--- src/rtl/q_update_engine.sv ---
// Q-learning update engine: reads Q(s,a) and row Q(s',*) from the Q-table BRAM,
// computes max/argmax and the fixed-point update, writes Q(s,a) back.
// Optional: define QUPD_SAT_EN to saturate q_new instead of wrapping.
module q_update_engine #(
  parameter int ADDR_WIDTH   = 8,
  parameter int STATE_WIDTH  = 6,
  parameter int ACTION_WIDTH = 2,
  parameter int DATA_WIDTH   = 8,
  parameter int ALPHA_SHIFT  = 2,
  parameter int GAMMA_SHIFT  = 3
) (
  input  logic                    i_clk,
  input  logic                    i_rst,
  input  logic                    i_start,
  input  logic [STATE_WIDTH-1:0]  i_state,
  input  logic [ACTION_WIDTH-1:0] i_action,
  input  logic [DATA_WIDTH-1:0]   i_reward,
  input  logic [STATE_WIDTH-1:0]  i_next_state,
  input  logic                    i_terminal,
  output logic                    o_busy,
  output logic                    o_done,
  output logic [ACTION_WIDTH-1:0] o_best_action,
  output logic [DATA_WIDTH-1:0]   o_max_q,
  output logic [ADDR_WIDTH-1:0]   o_addr_r,
  output logic                    o_read_en,
  input  logic [DATA_WIDTH-1:0]   i_q_data,
  output logic [ADDR_WIDTH-1:0]   o_addr_w,
  output logic                    o_write_en,
  output logic [DATA_WIDTH-1:0]   o_data
);

  localparam int CW = DATA_WIDTH + 2;
  localparam logic [ACTION_WIDTH:0] IDX_LAST = {1'b1, {ACTION_WIDTH{1'b0}}};
  localparam logic signed [CW-1:0] QMAX = CW'((2 ** (DATA_WIDTH - 1)) - 1);
  localparam logic signed [CW-1:0] QMIN = -QMAX - CW'(1);

  typedef enum logic [2:0] {S_IDLE, S_READ, S_DRAIN, S_CALC, S_WRITE} state_t;

  state_t                   state_q, state_d;
  logic [ACTION_WIDTH:0]    idx_q, idx_d;
  logic [STATE_WIDTH-1:0]   s_q, sp_q;
  logic [ACTION_WIDTH-1:0]  a_q;
  logic signed [DATA_WIDTH-1:0] r_q;
  logic                     term_q;

  logic                     cap_vld_q, cap_first_q;
  logic [ACTION_WIDTH-1:0]  cap_act_q;
  logic signed [DATA_WIDTH-1:0] qsa_q, max_q;
  logic [ACTION_WIDTH-1:0]  arg_q;
  logic [DATA_WIDTH-1:0]    q_new_q, max_out_q;
  logic [ACTION_WIDTH-1:0]  best_out_q;

  logic [ACTION_WIDTH-1:0]  rd_act;
  logic signed [CW-1:0]     max_x, r_x, qsa_x, gmax, target, delta, sum;
  logic [DATA_WIDTH-1:0]    q_new_c;

  // idx 1..NROW reads row entry idx-1; idx==NROW wraps to the last action
  assign rd_act = idx_q[ACTION_WIDTH-1:0] - ACTION_WIDTH'(1);

  always_comb begin
    state_d = state_q;
    idx_d   = idx_q;
    unique case (state_q)
      S_IDLE:  if (i_start) begin state_d = S_READ; idx_d = '0; end
      S_READ: begin
        idx_d = idx_q + (ACTION_WIDTH+1)'(1);
        if (idx_q == IDX_LAST) state_d = S_DRAIN;
      end
      S_DRAIN: state_d = S_CALC;
      S_CALC:  state_d = S_WRITE;
      S_WRITE: state_d = S_IDLE;
      default: state_d = S_IDLE;
    endcase
  end

  always_comb begin
    max_x  = CW'(max_q);
    r_x    = CW'(r_q);
    qsa_x  = CW'(qsa_q);
    gmax   = max_x - (max_x >>> GAMMA_SHIFT);
    target = term_q ? r_x : r_x + gmax;
    delta  = target - qsa_x;
    sum    = qsa_x + (delta >>> ALPHA_SHIFT);
`ifdef QUPD_SAT_EN
    if (sum > QMAX)      q_new_c = QMAX[DATA_WIDTH-1:0];
    else if (sum < QMIN) q_new_c = QMIN[DATA_WIDTH-1:0];
    else                 q_new_c = sum[DATA_WIDTH-1:0];
`else
    q_new_c = sum[DATA_WIDTH-1:0];
`endif
  end

`ifndef QUPD_SAT_EN
  logic unused_sat;
  assign unused_sat = ^{sum[CW-1:DATA_WIDTH], QMAX, QMIN};
`endif

  always_ff @(posedge i_clk) begin
    if (i_rst) begin
      state_q     <= S_IDLE;
      idx_q       <= '0;
      s_q         <= '0;
      a_q         <= '0;
      r_q         <= '0;
      sp_q        <= '0;
      term_q      <= 1'b0;
      cap_vld_q   <= 1'b0;
      cap_first_q <= 1'b0;
      cap_act_q   <= '0;
      qsa_q       <= '0;
      max_q       <= '0;
      arg_q       <= '0;
      q_new_q     <= '0;
      max_out_q   <= '0;
      best_out_q  <= '0;
    end else begin
      state_q <= state_d;
      idx_q   <= idx_d;
      if (state_q == S_IDLE && i_start) begin
        s_q    <= i_state;
        a_q    <= i_action;
        r_q    <= i_reward;
        sp_q   <= i_next_state;
        term_q <= i_terminal;
      end
      // BRAM data lags the request by one cycle
      cap_vld_q   <= (state_q == S_READ);
      cap_first_q <= (idx_q == '0);
      cap_act_q   <= rd_act;
      if (cap_vld_q) begin
        if (cap_first_q) begin
          qsa_q <= i_q_data;
        end else if (cap_act_q == '0 || $signed(i_q_data) > max_q) begin
          max_q <= i_q_data;
          arg_q <= cap_act_q;
        end
      end
      if (state_q == S_CALC) begin
        q_new_q    <= q_new_c;
        max_out_q  <= max_q;
        best_out_q <= arg_q;
      end
    end
  end

  always_comb begin
    o_busy     = (state_q != S_IDLE);
    o_read_en  = 1'b0;
    o_addr_r   = '0;
    o_write_en = 1'b0;
    o_addr_w   = '0;
    o_data     = '0;
    o_done     = 1'b0;
    if (state_q == S_READ) begin
      o_read_en = 1'b1;
      o_addr_r  = (idx_q == '0) ? {s_q, a_q} : {sp_q, rd_act};
    end
    if (state_q == S_WRITE) begin
      o_write_en = 1'b1;
      o_addr_w   = {s_q, a_q};
      o_data     = q_new_q;
      o_done     = 1'b1;
    end
    o_max_q       = max_out_q;
    o_best_action = best_out_q;
  end

endmodule
--- config.mk ---
export PLATFORM = sky130hd
export DESIGN_NAME = q_update_engine
export DESIGN_NICKNAME = d
export VERILOG_FILES = /design/src/rtl/q_update_engine.sv
export SDC_FILE = /design/constraint.sdc
export NUM_CORES = 1
export LEC_CHECK = 0
export BUFFER_PORTS_ARGS = -buffer_cell sky130_fd_sc_hd__buf_2
export CAP_MARGIN = 20
export CORE_UTILIZATION = 45
export DETAILED_ROUTE_END_ITERATION = 16
export GPL_TIMING_DRIVEN = 0
export PLACE_DENSITY = 0.77
export SYNTH_ARGS = -nofsm -noshare
export SYNTH_HDL_FRONTEND = slang
export SYNTH_SLANG_ARGS = --single-unit
export TNS_END_PERCENT = 50
--- constraint.sdc ---
create_clock -name i_clk -period 5.9 [get_ports i_clk]
set_input_delay 1.475 -clock i_clk [delete_from_list [all_inputs] [get_ports i_clk]]
set_output_delay 1.475 -clock i_clk [all_outputs]
set_load 0.02 [all_outputs]
=== After elaboration in Yosys (flattened, before gate mapping) ===
Cells that the tools add are included.

* Bits of input ports: 34
* Output and inout bits: 38
* Word-level logic and storage cells: 54
* Register bits: 69

* Mux-type cells: 12
* Equal/unequal tests: 7
* Reductions and logical operators: 11
* $add $sub $neg: 6
* Bitwise logic cells: 1
* Order comparisons: 1

{| class="wikitable"
|+ Operators with widths
! kind !! count
|-
| $mux 8 || 4
|-
| $pmux 3 s4 || 1
|-
| $add 8x9->10 || 1
|-
| $mux 10 || 1
|-
| $sub 10x8->10 || 1
|-
| $mux 3 || 3
|-
| $sub 8x5->9 || 1
|-
| $add 8x8->8 || 1
|-
| $gt 8x8->1 || 1
|-
| $eq 3x2->1 const B || 2
|-
| $eq 3x3->1 const B || 2
|-
| $logic_not 3->1 || 2
|-
| $pmux 3 s2 || 1
|-
| $reduce_and 2->1 || 3
|-
| $ne 2x2->1 const B || 2
|-
| $add 3x1->3 const B || 1
|-
| $eq 3x1->1 const B || 1
|-
| $reduce_and 3->1 || 1
|-
| $reduce_bool 3->1 || 1
|-
| $logic_not 2->1 || 1
|-
| $mux 1 || 2
|-
| $reduce_bool 2->1 || 1
|-
| $sub 2x1->2 const B || 1
|-
| $logic_and 1x1->1 || 1
|-
| other kinds (2) || 2
|}

=== Longest topological paths before layout ===
* Word-level depth: 5
* Gate-level depth with buffers: 24

=== Worst setup path after synthesis ===
No wires, ideal clock.

* Path kind: register -> register
* From: register r_q[1]
* To: register q_new_q[7]
* Arrival: 4.363 ns
* Stages on the path, launching flop included: 23
* Slack: 1.457 ns
* Clock period less this slack: 4.443 ns
* Path buffers: 0
* Setup time: 0.079 ns
* Cell sequence: dfxtp_1 inv_1 fa_1 inv_1 ha_1 a211oi_1 o21bai_1 a21oi_1 xor2_1 o21ai_0 ha_1 a21oi_1 nand2_1 a21o_1 a41oi_2 and2b_1 nor2_1 xnor2_1 ha_1 o41ai_1 xnor2_1 xnor2_1 a211oi_2

* Longest elaborated chain between the ends: 4

{| class="wikitable"
|+ Ends and longest elaborated chain
! element !! line !! text
|-
| from (decl) || 43 || <nowiki>logic signed [DATA_WIDTH-1:0] r_q;</nowiki>
|-
| from (signal assigned) || 122 || <nowiki>r_q <= i_reward;</nowiki>
|-
| $add 8x9->10 || 81 || <nowiki>target = term_q ? r_x : r_x + gmax;</nowiki>
|-
| $mux 10 * || 81 ||
|-
| $sub 10x8->10 * || 82 || <nowiki>delta = target - qsa_x;</nowiki>
|-
| $add 8x8->8 * || 83 || <nowiki>sum = qsa_x + (delta >>> ALPHA_SHIFT);</nowiki>
|-
| to (signal assigned) || 139 || <nowiki>q_new_q <= q_new_c;</nowiki>
|-
| to (decl) || 50 || <nowiki>logic [DATA_WIDTH-1:0] q_new_q, max_out_q;</nowiki>
|}

Every way passes the cells marked *; elsewhere a longest branch is shown, timed or not.
A chain may end at the register's enable or synchronous reset.

=== Worst setup path in the final report ===
Ends and elaborated chain as after synthesis.

==> results.md <==
* DRT antenna net count at 0
* Clk pin slew, worst setup/hold paths at 0.07 ns
* Vias at 3919
* Initial Util at 46.1%
* Ys async rst share at 0%
* Filler Cell Count at 872
* Final HPWL DP at 8110 µm
* Postcts setup bufs at 0
* Largest family of logic cells by synthesized area: simple AND/OR/NAND/NOR gates
* Adder-Cell Fraction of Synth Area at 14.7%
* RePlAce Congestion at 0.930
* Fin area at 0.00496 mm²
* Die H at 99.1 µm
* RSZ-0062 raised after global routing: no
* Worst Path Required at 6.11 ns
* Mux share of post-synthesis cell area at 3.10%
* CTS Sinks at 69
* Total power at 1.52 mW
* Final Slew Violations at 0
* Min-Delay Path Class: reg -> reg
* Max-Slew Margin vs Limit at 58.3%
* CTS root buf: clkbuf_8
* First-pass GRT wire length at 16900 µm
* Leak at 2.13 nW
* Placed Cells at 727
* Post-synth cell types at 44
* Final setup viols at 0
* Worst setup EP type: flip-flop
* Synth top cells by count: 116 x nand2_1, 69 x dfxtp_1, 68 x a21oi_1
* Synth Area in Compound Gates at 15.2%
* Post-layout minimum cycle time at 5.16 ns
* Power Dens Cells at 306 mW/mm²
* Post-Synth Simple-Gate Area at 23.5%
* DRC violations left at 0
* Kind of critical path: reg -> reg
* Syn Std Cell Area at 0.00424 mm²
* Post-Layout Cell Count at 744
* XOR/XNOR share of the synthesized area at 4.34%
* Final #Nets at 707
* Row cnt at 35
* FF+latch count, synth at 69
* Total GRT Usage at 21.8%
* Gate Count Post-Synth at 545
* Remaining global-route overflow at 0
* Run status: complete, no violations
* Top-area cell type share of the netlist area at 32.6%
* Dpl cell area at 0.00474 mm²
* Maximum vdd ir drop at 0.179 mV
* Setup TNS at 0 ns
* Layout cells sized above 1 at 15.5%
* Core box area at 0.00920 mm²
* Fmax at 194 MHz
* Initial antenna violation count at 0
* Die X at 99.1 µm
* Worst-path fanout max at 5
* Number of global-route vias before repair at 3766
* Predominant post-synthesis flop cell: dfxtp_1
* # port buffers at 71
* Max Cap Violations at 0
* Syn Area/Cell at 7.78 µm²
* Iteration-0 DRC Markers at 217
* CTS Hold Bufs at 0
* Syn_nets at 624
* TritonCTS Buffers at 9
* CTS H-tree depth at 3
* Largest net degree at the start of global routing at 12
* Synth area leader: dfxtp_1
* Most area-consuming cells after synthesis: dfxtp_1 33%, ha_1 11%, nand2_1 10%
* Worst-margin pin slew at 0.625 ns
* Die area at 0.00982 mm²
* Final Cycle Share at 87.5%
* Num ports at 72
* Clock skew at 0.00739 ns
* Clock Path Buffers at 2
* Hold Fails Final Rpt at 0
* Post-CTS resize count at 0
* CP arrival at 5.37 ns
* Vias per std cell at 5.27
* Critical Path Source Type: flip-flop
* Area grow syn2layout at 16.9%
* Final core utilization at 53.9%
* Clk_lat worst skew at 0.35 ns
* Sequential share of the synthesized area at 32.6%
* Top-count cell post-synth: nand2_1
* Yosys warnings at 0
* Wire per inst at 13.8 µm
* Final wirelength at 10300 µm
* CTS tree: yes
* DRT Pass-1 Iters at 5
* EDFF count, synth at 0
cell families (layout without fill, tap and decap cells):
family,count (synthesis),after routing
flops,69,69
mux,13,13
simple gates,215,215
other cells,0,1
fa+ha+maj,45,45
compound gates,110,110
buf+inv,72,159
xor+xnor,21,21
stage by stage:
| step | setup WS [ns] | hold slack, ns |
|---|---|---|
| after floorplan | 1.46 | 0.427 |
| after global placement | 1.02 | 0.435 |
| after detailed placement | 0.757 | 0.443 |
| after CTS | 0.736 | 0.451 |
| after global routing | 0.431 | 0.477 |
| final | 0.739 | 0.448 |
registers in the layout, indices dropped and copies added (netlist names), 2 cells and up:
| register | flops |
|---|---|
| sp_q | 6 |
| s_q | 6 |
| max_q | 8 |
| o_max_q | 8 |
| q_new_q | 8 |
| state_q | 3 |
| qsa_q | 8 |
| cap_act_q | 2 |
| a_q | 2 |
| o_best_action | 2 |
| idx_q | 3 |
| r_q | 8 |
| arg_q | 2 |
power breakdown:
group | switching [mW] | internal (mW)
Clock | 0.177 | 0.247
Combinational | 0.327 | 0.273
Sequential | 0.0134 | 0.482
Total | 0.517 | 1.00
layout make-up:
class | instances | area [µm²] | area share, %
multi-input combinational | 404 | 2580 | 52.0
sequential | 69 | 1380 | 27.9
timing repair buffer | 72 | 360 | 7.27
inverter | 44 | 165 | 3.33
clock buffer | 11 | 141 | 2.85
tap | 111 | 139 | 2.80
buffer | 28 | 118 | 2.37
clock inverter | 4 | 72.6 | 1.46
antenna | 1 | 2.50 | 0.0505
routing by layer:
layer	share of wire [%]	global-route usage (%)	wire length [µm]
met5	0	0	0
met4	1.6	6.22	167
met3	6.7	5.96	692
met2	48	38.2	4920
met1	44	26.2	4500
path summary, 6_finish.rpt:
kind / cells past startpoint / to / slack (ns) / startpoint
setup / recovery: 22 / q_new_q[7] / 0.74 / r_q[1]
hold / removal: 2 / q_new_q[5] / 0.45 / q_new_q[5]
setup reg to reg: 22 / q_new_q[7] / 0.74 / r_q[1]
hold reg to reg: 2 / q_new_q[5] / 0.45 / q_new_q[5]
cell usage in the layout (no fill, tap or decap), types with 13 or more instances in the layout:
master / synthesis / routed
nor2_1: 26 / 26
buf_2: 1 / 73
xnor2_1: 15 / 15
clkbuf_1: 24 / 25
inv_1: 44 / 44
dfxtp_1: 69 / 69
o21ai_0: 13 / 13
nand2b_1: 22 / 22
nand2_1: 116 / 116
a21oi_1: 68 / 68
ha_1: 37 / 37
and2_1: 17 / 17
critical path: stages (launching register included):
cell and delay (ns):
dfxtp_1 0.37, inv_1 0.07, fa_1 0.53, inv_1 0.07, ha_1 0.31, a211oi_1 0.33, o21bai_1 0.12, a21oi_1 0.18
xor2_1 0.08, o21ai_0 0.29, ha_1 0.36, a21oi_1 0.20, nand2_1 0.10, a21o_1 0.19, a41oi_2 0.23, and2b_1 0.21
nor2_1 0.11, xnor2_1 0.08, ha_1 0.21, o41ai_1 0.40, xnor2_1 0.13, xnor2_1 0.32, a211oi_2 0.11
No activity file was read; power rests on OpenSTA's default activity.
